### src/rtl/motor_pwm_driver.sv
// motor_pwm_driver: dual-channel H-bridge PWM driver with shared period counter, period-boundary command shadowing and reversal dead time
// Ports: clk, rst (async active-high); directie_driverA/B [1:0] direction commands (10 fwd, 01 rev, 00 stop, 11 invalid);
//   factor_dc_driverA/B [11:0] duty compare values; in1_X/in2_X bridge direction pins; pwm_X bridge enable;
//   period_start one-cycle period marker; dead_X dead-time indicator; cmd_err sticky invalid-code flag.
// Optional feature macro SOFT_RAMP_EN: duty ramps toward the target by RAMP_STEP per period.
// All outputs are registered from the current counter/channel state, so they trail the counter by one cycle.
module motor_pwm_driver #(
  parameter logic [11:0] PERIOD_MAX   = 12'h999,
  parameter int          DEAD_PERIODS = 2,
  parameter logic [11:0] RAMP_STEP    = 12'h040
) (
  input  logic        clk,
  input  logic        rst,
  input  logic [1:0]  directie_driverA,
  input  logic [1:0]  directie_driverB,
  input  logic [11:0] factor_dc_driverA,
  input  logic [11:0] factor_dc_driverB,
  output logic        in1_A,
  output logic        in2_A,
  output logic        in1_B,
  output logic        in2_B,
  output logic        pwm_A,
  output logic        pwm_B,
  output logic        period_start,
  output logic        dead_A,
  output logic        dead_B,
  output logic        cmd_err
);
  typedef enum logic {RUN, DEAD} state_t;
  logic [11:0] r_cnt;
  logic        r_period_start;
  logic        r_cmd_err;
  logic        w_wrap;
  logic [1:0]  w_dir_in  [2];
  logic [11:0] w_duty_in [2];
  logic [1:0]  w_pins    [2];
  logic        w_pwm     [2];
  logic        w_dead    [2];
  assign w_wrap       = r_cnt == PERIOD_MAX;
  assign w_dir_in[0]  = directie_driverA;
  assign w_dir_in[1]  = directie_driverB;
  assign w_duty_in[0] = factor_dc_driverA;
  assign w_duty_in[1] = factor_dc_driverB;
`ifdef SOFT_RAMP_EN
  // Step toward tgt by at most RAMP_STEP; differences are taken in the safe direction so nothing wraps.
  function automatic logic [11:0] f_ramp(input logic [11:0] cur, input logic [11:0] tgt);
    return (cur < tgt) ? ((tgt - cur > RAMP_STEP) ? cur + RAMP_STEP : tgt)
                       : ((cur - tgt > RAMP_STEP) ? cur - RAMP_STEP : tgt);
  endfunction
`else
  logic w_unused_ramp;
  assign w_unused_ramp = ^RAMP_STEP;
`endif
  always_ff @(posedge clk or posedge rst) begin
    if (rst) begin
      r_cnt          <= '0;
      r_period_start <= 1'b0;
      r_cmd_err      <= 1'b0;
    end else begin
      r_cnt          <= w_wrap ? '0 : r_cnt + 12'd1;
      r_period_start <= r_cnt == '0;
      if (w_wrap && (&directie_driverA || &directie_driverB)) r_cmd_err <= 1'b1;
    end
  end
  for (genvar g = 0; g < 2; g++) begin : g_ch
    state_t      r_state;
    logic [1:0]  r_dir;
    logic [11:0] r_duty;
    logic [7:0]  r_dcnt;
    logic [1:0]  r_pins;
    logic        r_pwm;
    logic        r_dead;
    logic [1:0]  w_tgt;
    logic [11:0] w_keep;
    logic [11:0] w_fresh;
    // Invalid code 11 coasts like 00.
    assign w_tgt = &w_dir_in[g] ? 2'b00 : w_dir_in[g];
`ifdef SOFT_RAMP_EN
    assign w_keep  = (w_tgt == 2'b00) ? '0 : f_ramp(r_duty, w_duty_in[g]);
    assign w_fresh = (w_tgt == 2'b00) ? '0 : f_ramp('0, w_duty_in[g]);
`else
    assign w_keep  = w_duty_in[g];
    assign w_fresh = w_duty_in[g];
`endif
    always_ff @(posedge clk or posedge rst) begin
      if (rst) begin
        r_state <= RUN;
        r_dir   <= 2'b00;
        r_duty  <= '0;
        r_dcnt  <= '0;
        r_pins  <= 2'b00;
        r_pwm   <= 1'b0;
        r_dead  <= 1'b0;
      end else begin
        r_pins <= (r_state == RUN) ? r_dir : 2'b00;
        r_pwm  <= (r_state == RUN) && (r_dir != 2'b00) && (r_cnt < r_duty);
        r_dead <= r_state == DEAD;
        if (w_wrap) begin
          if (r_state == RUN) begin
            if (w_tgt == r_dir) begin
              r_duty <= w_keep;
            end else if (w_tgt == 2'b00 || r_dir == 2'b00 || DEAD_PERIODS == 0) begin
              r_dir  <= w_tgt;
              r_duty <= w_fresh;
            end else begin
              r_state <= DEAD;
              r_dcnt  <= 8'(DEAD_PERIODS - 1);
              r_dir   <= 2'b00;
              r_duty  <= '0;
            end
          end else if (w_tgt == 2'b00 || r_dcnt == '0) begin
            r_state <= RUN;
            r_dir   <= w_tgt;
            r_duty  <= w_fresh;
          end else begin
            r_dcnt <= r_dcnt - 8'd1;
          end
        end
      end
    end
    assign w_pins[g] = r_pins;
    assign w_pwm[g]  = r_pwm;
    assign w_dead[g] = r_dead;
  end
  assign in1_A        = w_pins[0][1];
  assign in2_A        = w_pins[0][0];
  assign in1_B        = w_pins[1][1];
  assign in2_B        = w_pins[1][0];
  assign pwm_A        = w_pwm[0];
  assign pwm_B        = w_pwm[1];
  assign dead_A       = w_dead[0];
  assign dead_B       = w_dead[1];
  assign period_start = r_period_start;
  assign cmd_err      = r_cmd_err;
endmodule

### config.mk
export PLATFORM = sky130hd
export DESIGN_NAME = motor_pwm_driver
export DESIGN_NICKNAME = d
export VERILOG_FILES = /design/src/rtl/motor_pwm_driver.sv
export SDC_FILE = /design/constraint.sdc
export NUM_CORES = 1
export LEC_CHECK = 0
export CAP_MARGIN = 20
export CELL_PAD_IN_SITES_DETAIL_PLACEMENT = 0
export CELL_PAD_IN_SITES_GLOBAL_PLACEMENT = 1
export CORE_AREA = 2 2 114 116
export CTS_CLUSTER_SIZE = 12
export DETAILED_ROUTE_END_ITERATION = 7
export DIE_AREA = 0 0 116 118
export PLACE_DENSITY_LB_ADDON = 0.12
export SYNTH_ARGS = -nofsm -noshare
export SYNTH_HDL_FRONTEND = slang
export SYNTH_SLANG_ARGS = --single-unit
### constraint.sdc
create_clock -name clk -period 3.1 [get_ports clk]
set_input_delay 0.465 -clock clk [delete_from_list [all_inputs] [get_ports clk]]
set_output_delay 0.465 -clock clk [all_outputs]
set_load 0.01 [all_outputs]
==> flow_summary_export.csv, run 1 <==
group,metric,value,unit
run_status,run_status,"complete, no violations",
critical_path,cp_slowest_stage_delay,0.70,ns
floorplanning,start_util,29.7,%
synth,async_flop_share,100,%
synth,syn_avg_cell_area,9.96,sq um
floorplanning,dieArea,13700,sq um
grt,grt_pass1_wl,14700,um
clock_network,htreeDepth,3,
synth,yosysTopAreaCell,"dfrtp_1",
route,wl,8610,um
synth,ys_types,42,
synth,ys_top_cells_by_area,"dfrtp_1 46%, ha_1 12%, a22o_1 5.9%, inv_1 4.2%, nor2_1 3.3%",
critical_path,criticalPathCategory,"flop to flop",
route,wl_per_cell,14.5,um
final_layout,num_antenna_cells,0,
synth,synthFlopType,"dfrtp_1",
timing,finalSetupTns,0,ns
route,dr.pass1.iters,4,
timing,rsz0062_at_grt,"no",
timing,finClkSkew,0.00764,ns
floorplanning,rows,41,
route,dr.first_iter.drc_count,208,
timing,slew_headroom,51.0,%
synth,yosysTopAreaCellShare,46.2,%
timing,hold_ws,0.484,ns
critical_path,crit_path_end_kind,"flop",
critical_path,cp_cell_sequence,"or4_4 > or4_1 > a31o_2 > a21oi_4 > a22o_1",
synth,ys_seq_elements,68,
route,num_vias,2819,
clock_network,root_buffer,"clkbuf_16",
grt,overflow,0,
clock_network,cts_tree,"built",
floorplanning,io_pins,40,
floorplanning,die_h,118,um
floorplanning,core_area,12400,sq um
synth,syn_area,3680,sq um
synth,synth_edf_count,0,
hold_path,hold_path.class,"flop to flop",
final_layout,fill_cells,1276,
grt,grt_max_degree,33,
clock_network,postCtsHoldBufs,0,
final_layout,nNetsFinal,482,
power_and_ir_drop,p_leak,0.00198,uW
final_layout,drive_above_1_share,6.41,%
critical_path,worstPathArrival,3.00,ns
clock_network,insertion_delay,0.34,ns
placement,port_buffers,39,
grt,grt_usage,14.0,%
timing,period_needed,2.74,ns
clock_network,clockBufferDepth,2,
grt,grt_pass1_vias,2857,
timing,fmax,365,MHz
synth,synth_nets,435,
synth,synth_cells,370,
critical_path,critPathLaunchType,"flop",
timing,worst_pin_slew,0.734,ns
floorplanning,fp.dieW,116,um
clock_network,clkSlewWorstSetupHoldPaths,0.06,ns
critical_path,cp_max_fo,14,
synth,ys_seq_area_share,46.2,%
route,postRouteAntennaNets,0,
route,vias_per_cell,4.75,
critical_path,cp.required,3.37,ns
clock_network,clkSinkCount,68,
placement,routabilityCongestion,0.748,
synth,yosys_warnings,0,
critical_path,path_buf_inv,0,
critical_path,critPathTopFamily,"simple AND/OR/NAND/NOR gates",
clock_network,cts_buffers,9,
power_and_ir_drop,cellPowerDensity,467,nW/um^2
timing,setup_violations,0,
grt,antenna_found_initial,0,
timing,fin_crit_sh,88.3,%
route,drc,0,
power_and_ir_drop,vdd_ir_drop_max,0.178,mV
placement,hpwl,6260,um
timing,slew_violations,0,
timing,hold_violations,0,
flow_run,cap_violations,0,
final_layout,synthToLayoutAreaGrowth,24.7,%
critical_path,worst_path_max_delay_cell,"or4_1",
-- placed cells by master, fill, tap and decap left out, types with 4 or more instances in the layout --
cell type	instances
nand4_1	8
inv_1	40
nor2b_1	4
nand3_1	7
nand2_1	18
mux2i_1	5
xor2_1	8
or3_1	7
and2_1	7
clkbuf_16	9
a21oi_1	9
dfrtp_1	68
buf_4	8
ha_1	35
nor2_1	32
a21boi_0	5
nor3_1	12
xnor2_1	5
o21ai_0	19
o31ai_1	9
clkdlybuf4s50_1	39
a22o_1	25
-- cell usage after synthesis (7+ instances only) --
cell type	n
dfrtp_1	68
inv_1	41
ha_1	35
nor2_1	32
a22o_1	25
o21ai_0	19
nand2_1	18
nor3_1	12
a21oi_1	9
o31ai_1	9
nand4_1	8
xor2_1	8
and2_1	7
nand3_1	7
or3_1	7
-- path summary, 6_finish.rpt --
kind,start,to,slack [ns],cells past startpoint
hold reg to reg,g_ch[1].r_dcnt[4],g_ch[1].r_dcnt[4],0.48,1
max in group asynchronous,rst,g_ch[0].r_duty[6],1.82,3
hold / removal,g_ch[1].r_dcnt[4],g_ch[1].r_dcnt[4],0.48,1
setup / recovery,r_cnt[5],g_ch[1].r_duty[2],0.36,5
min in group asynchronous,rst,g_ch[0].r_dcnt[1],0.57,2
setup reg to reg,r_cnt[5],g_ch[1].r_duty[2],0.36,5
-- per-stage QoR --
step	power [uW]	setup slack [ns]	instances	instance area, sq um	util (%)
2_1_floorplan	1050	0.651	370	3680	-
3_3_place_gp	1140	0.295	578	4300	34.6
3_5_place_dp	1150	0.212	578	4300	34.6
4_1_cts	2180	0.185	593	4590	36.9
5_1_grt	2250	0.189	593	4590	37.0
6_report	2150	0.364	593	4590	37.0
-- cell families after synthesis --
| family | after synthesis | share of synthesized area [%] |
|---|---|---|
| mux | 5 | 1.36 |
| fa+ha+maj | 35 | 11.9 |
| xor+xnor | 13 | 3.09 |
| flops | 68 | 46.2 |
| compound gates | 89 | 17.2 |
| simple gates | 108 | 14.7 |
| buf+inv | 52 | 5.53 |
-- where the power goes --
part / internal, uW / total [uW] / switching, uW
logic: 94.7 / 178 / 83.6
registers: 919 / 948 / 29.0
clock network: 640 / 1020 / 380
-- per-layer routing --
metal | global-route usage (%) | share of wire [%]
met1 | 19.0 | 48
met2 | 21.2 | 47
met3 | 3.04 | 2.9
met4 | 6.47 | 1.5
met5 | 0 | 0
-- repair_timing --
item	4_1_cts	5_1_grt
endpoints found under the setup margin	0	1
setup buffers	0	0
gates resized for setup	0	1
-- registers in the layout, indices dropped and copies added (netlist names), 2 cells and up --
| signal | flops |
|---|---|
| g_ch.r_duty | 24 |
| g_ch.r_dir | 4 |
| r_cnt | 12 |
| g_ch.r_state | 2 |
| g_ch.r_pins | 4 |
| g_ch.r_dcnt | 16 |
-- cell type report --
type                       instances  area (sq um)  area share [%]
tap                              172           215            4.69
inverter                          41           154            3.35
multi-input combinational        250          1790            38.9
timing repair buffer              47           450            9.81
clock buffer                      13           250            5.45
clock inverter                     2          35.0           0.763
sequential                        68          1700            37.0
No activity file was read; power rests on OpenSTA's default activity.
==> run 2, diff against run 1 <==
--- a/config.mk
+++ b/config.mk
@@ -12,6 +12,7 @@
 export CTS_CLUSTER_SIZE = 12
 export DETAILED_ROUTE_END_ITERATION = 7
 export DIE_AREA = 0 0 116 118
+export MAX_ROUTING_LAYER = met4
 export PLACE_DENSITY_LB_ADDON = 0.12
 export SYNTH_ARGS = -nofsm -noshare
 export SYNTH_HDL_FRONTEND = slang
==> run 2 against run 1 <==
  * Critical path depth unchanged
  * Final cell count unchanged
  * Sequential cell count is the same
  * Clock skew fell by 0.00082 ns
  * Hold slack about the same
  * Sequential power hardly changed
  * Non-clock buffer count did not move
  * Combinational power is essentially flat
  * Die area unchanged
  * Global-route usage is 0.38 points higher
  * Wire length unchanged
==> flow_summary_export.csv, run 2 (synthesis gave the netlist of run 1 again) <==
group,metric,value,unit
run_status,run_status,"complete, no violations",
timing,slew_headroom,50.8,%
timing,fmax,366,MHz
final_layout,nNetsFinal,482,
clock_network,htreeDepth,3,
route,dr.first_iter.drc_count,208,
floorplanning,dieArea,13700,sq um
grt,antenna_found_initial,0,
critical_path,criticalPathCategory,"flop to flop",
placement,hpwl,6260,um
route,wl,8610,um
power_and_ir_drop,vdd_ir_drop_max,0.180,mV
final_layout,final_area,4590,sq um
timing,fin_crit_sh,88.2,%
power_and_ir_drop,cellPowerDensity,468,nW/um^2
clock_network,clkSinkCount,68,
floorplanning,die_h,118,um
power_and_ir_drop,p_leak,0.00198,uW
route,wl_per_cell,14.5,um
grt,grt_max_degree,33,
timing,hold_violations,0,
clock_network,root_buffer,"clkbuf_16",
floorplanning,rows,41,
route,dr.pass1.iters,4,
floorplanning,fp.dieW,116,um
floorplanning,core_area,12400,sq um
timing,finalSetupTns,0,ns
placement,place_area,4300,sq um
clock_network,cts_buffers,9,
final_layout,largest_reg_flops,24,
route,drc,0,
timing,worst_pin_slew,0.736,ns
final_layout,synthToLayoutAreaGrowth,24.7,%
clock_network,clockBufferDepth,2,
hold_path,hold_path.class,"flop to flop",
grt,grt_pass1_wl,14700,um
placement,routabilityCongestion,0.758,
flow_run,cap_violations,0,
timing,period_needed,2.73,ns
route,vias_per_cell,4.77,
timing,finClkSkew,0.00682,ns
final_layout,final_common_cell,"dfrtp_1",
route,postRouteAntennaNets,0,
timing,hold_ws,0.484,ns
grt,grt_pass1_vias,2853,
critical_path,cp_max_fo,14,
critical_path,critPathLaunchType,"flop",
clock_network,insertion_delay,0.34,ns
critical_path,cp.required,3.37,ns
critical_path,worstPathArrival,3.01,ns
grt,overflow,0,
final_layout,num_antenna_cells,0,
clock_network,clkSlewWorstSetupHoldPaths,0.06,ns
placement,port_buffers,39,
final_layout,drive_above_1_share,6.41,%
timing,rsz0062_at_grt,"no",
final_layout,regMostFlops,"g_ch.r_duty",
critical_path,crit_path_end_kind,"flop",
critical_path,r2r_slack,0.37,ns
timing,setup_violations,0,
clock_network,cts_tree,"built",
grt,grt_usage,14.4,%
timing,slew_violations,0,
route,num_vias,2826,
clock_network,postCtsHoldBufs,0,
final_layout,layout_common_cells,"68 x dfrtp_1, 40 x inv_1, 39 x clkdlybuf4s50_1",
final_layout,reg.largest.list,"g_ch.r_duty (24), g_ch.r_dcnt (16), r_cnt (12)",
floorplanning,start_util,29.7,%
floorplanning,io_pins,40,
==> run 2: timing repair <==
action                                  in CTS  in global routing
buffers inserted                             0                  0
endpoints found under the setup margin       0                  1
resized for setup                            0                  1
==> run 2: critical path, stage by stage (launching register included) <==
cell and delay (ns):
dfrtp_1 0.45, or4_4 0.57, or4_1 0.70, a31o_2 0.40, a21oi_4 0.36, a22o_1 0.20
==> run 2: cell type report <==
type                    instances  area [sq um]
fillers                      1276          7820
multi-input cells             250          1790
flip-flops and latches         68          1700
repair buffers                 47           450
clock buffers                  13           250
well taps                     172           215
inverters                      41           154
clock inverters                 2          35.0
==> run 2: where the power goes <==
part           total (uW)  switching, uW  leakage (uW)  internal, uW
Clock                1020            384      0.000140           640
Combinational         178           83.6      0.000980          94.7
Sequential            948           29.0      0.000859           919
==> run 2: layer usage <==
layer | GRT usage, % | wire [um]
met1 | 19.1 | 4180
met2 | 21.1 | 3980
met3 | 2.94 | 263
met4 | 6.47 | 190
met5 | - | 0
==> run 2: final timing paths <==
kind	start	to	cells past startpoint
worst max-delay path	r_cnt[5]	g_ch[1].r_duty[2]	5
worst min-delay path	g_ch[1].r_dcnt[4]	g_ch[1].r_dcnt[4]	1
worst max register to register	r_cnt[5]	g_ch[1].r_duty[2]	5
worst min register to register	g_ch[1].r_dcnt[4]	g_ch[1].r_dcnt[4]	1
max in group asynchronous	rst	g_ch[0].r_duty[6]	3
min in group asynchronous	rst	g_ch[0].r_dcnt[1]	2
==> run 2: stage by stage <==
step	std cells	setup WS, ns	utilization, %	total power, uW
2_1_floorplan	370	0.651	-	1050
3_3_place_gp	578	0.295	34.6	1140
3_5_place_dp	578	0.212	34.6	1150
4_1_cts	593	0.185	36.9	2180
5_1_grt	593	0.189	37.0	2250
6_report	593	0.365	37.0	2150
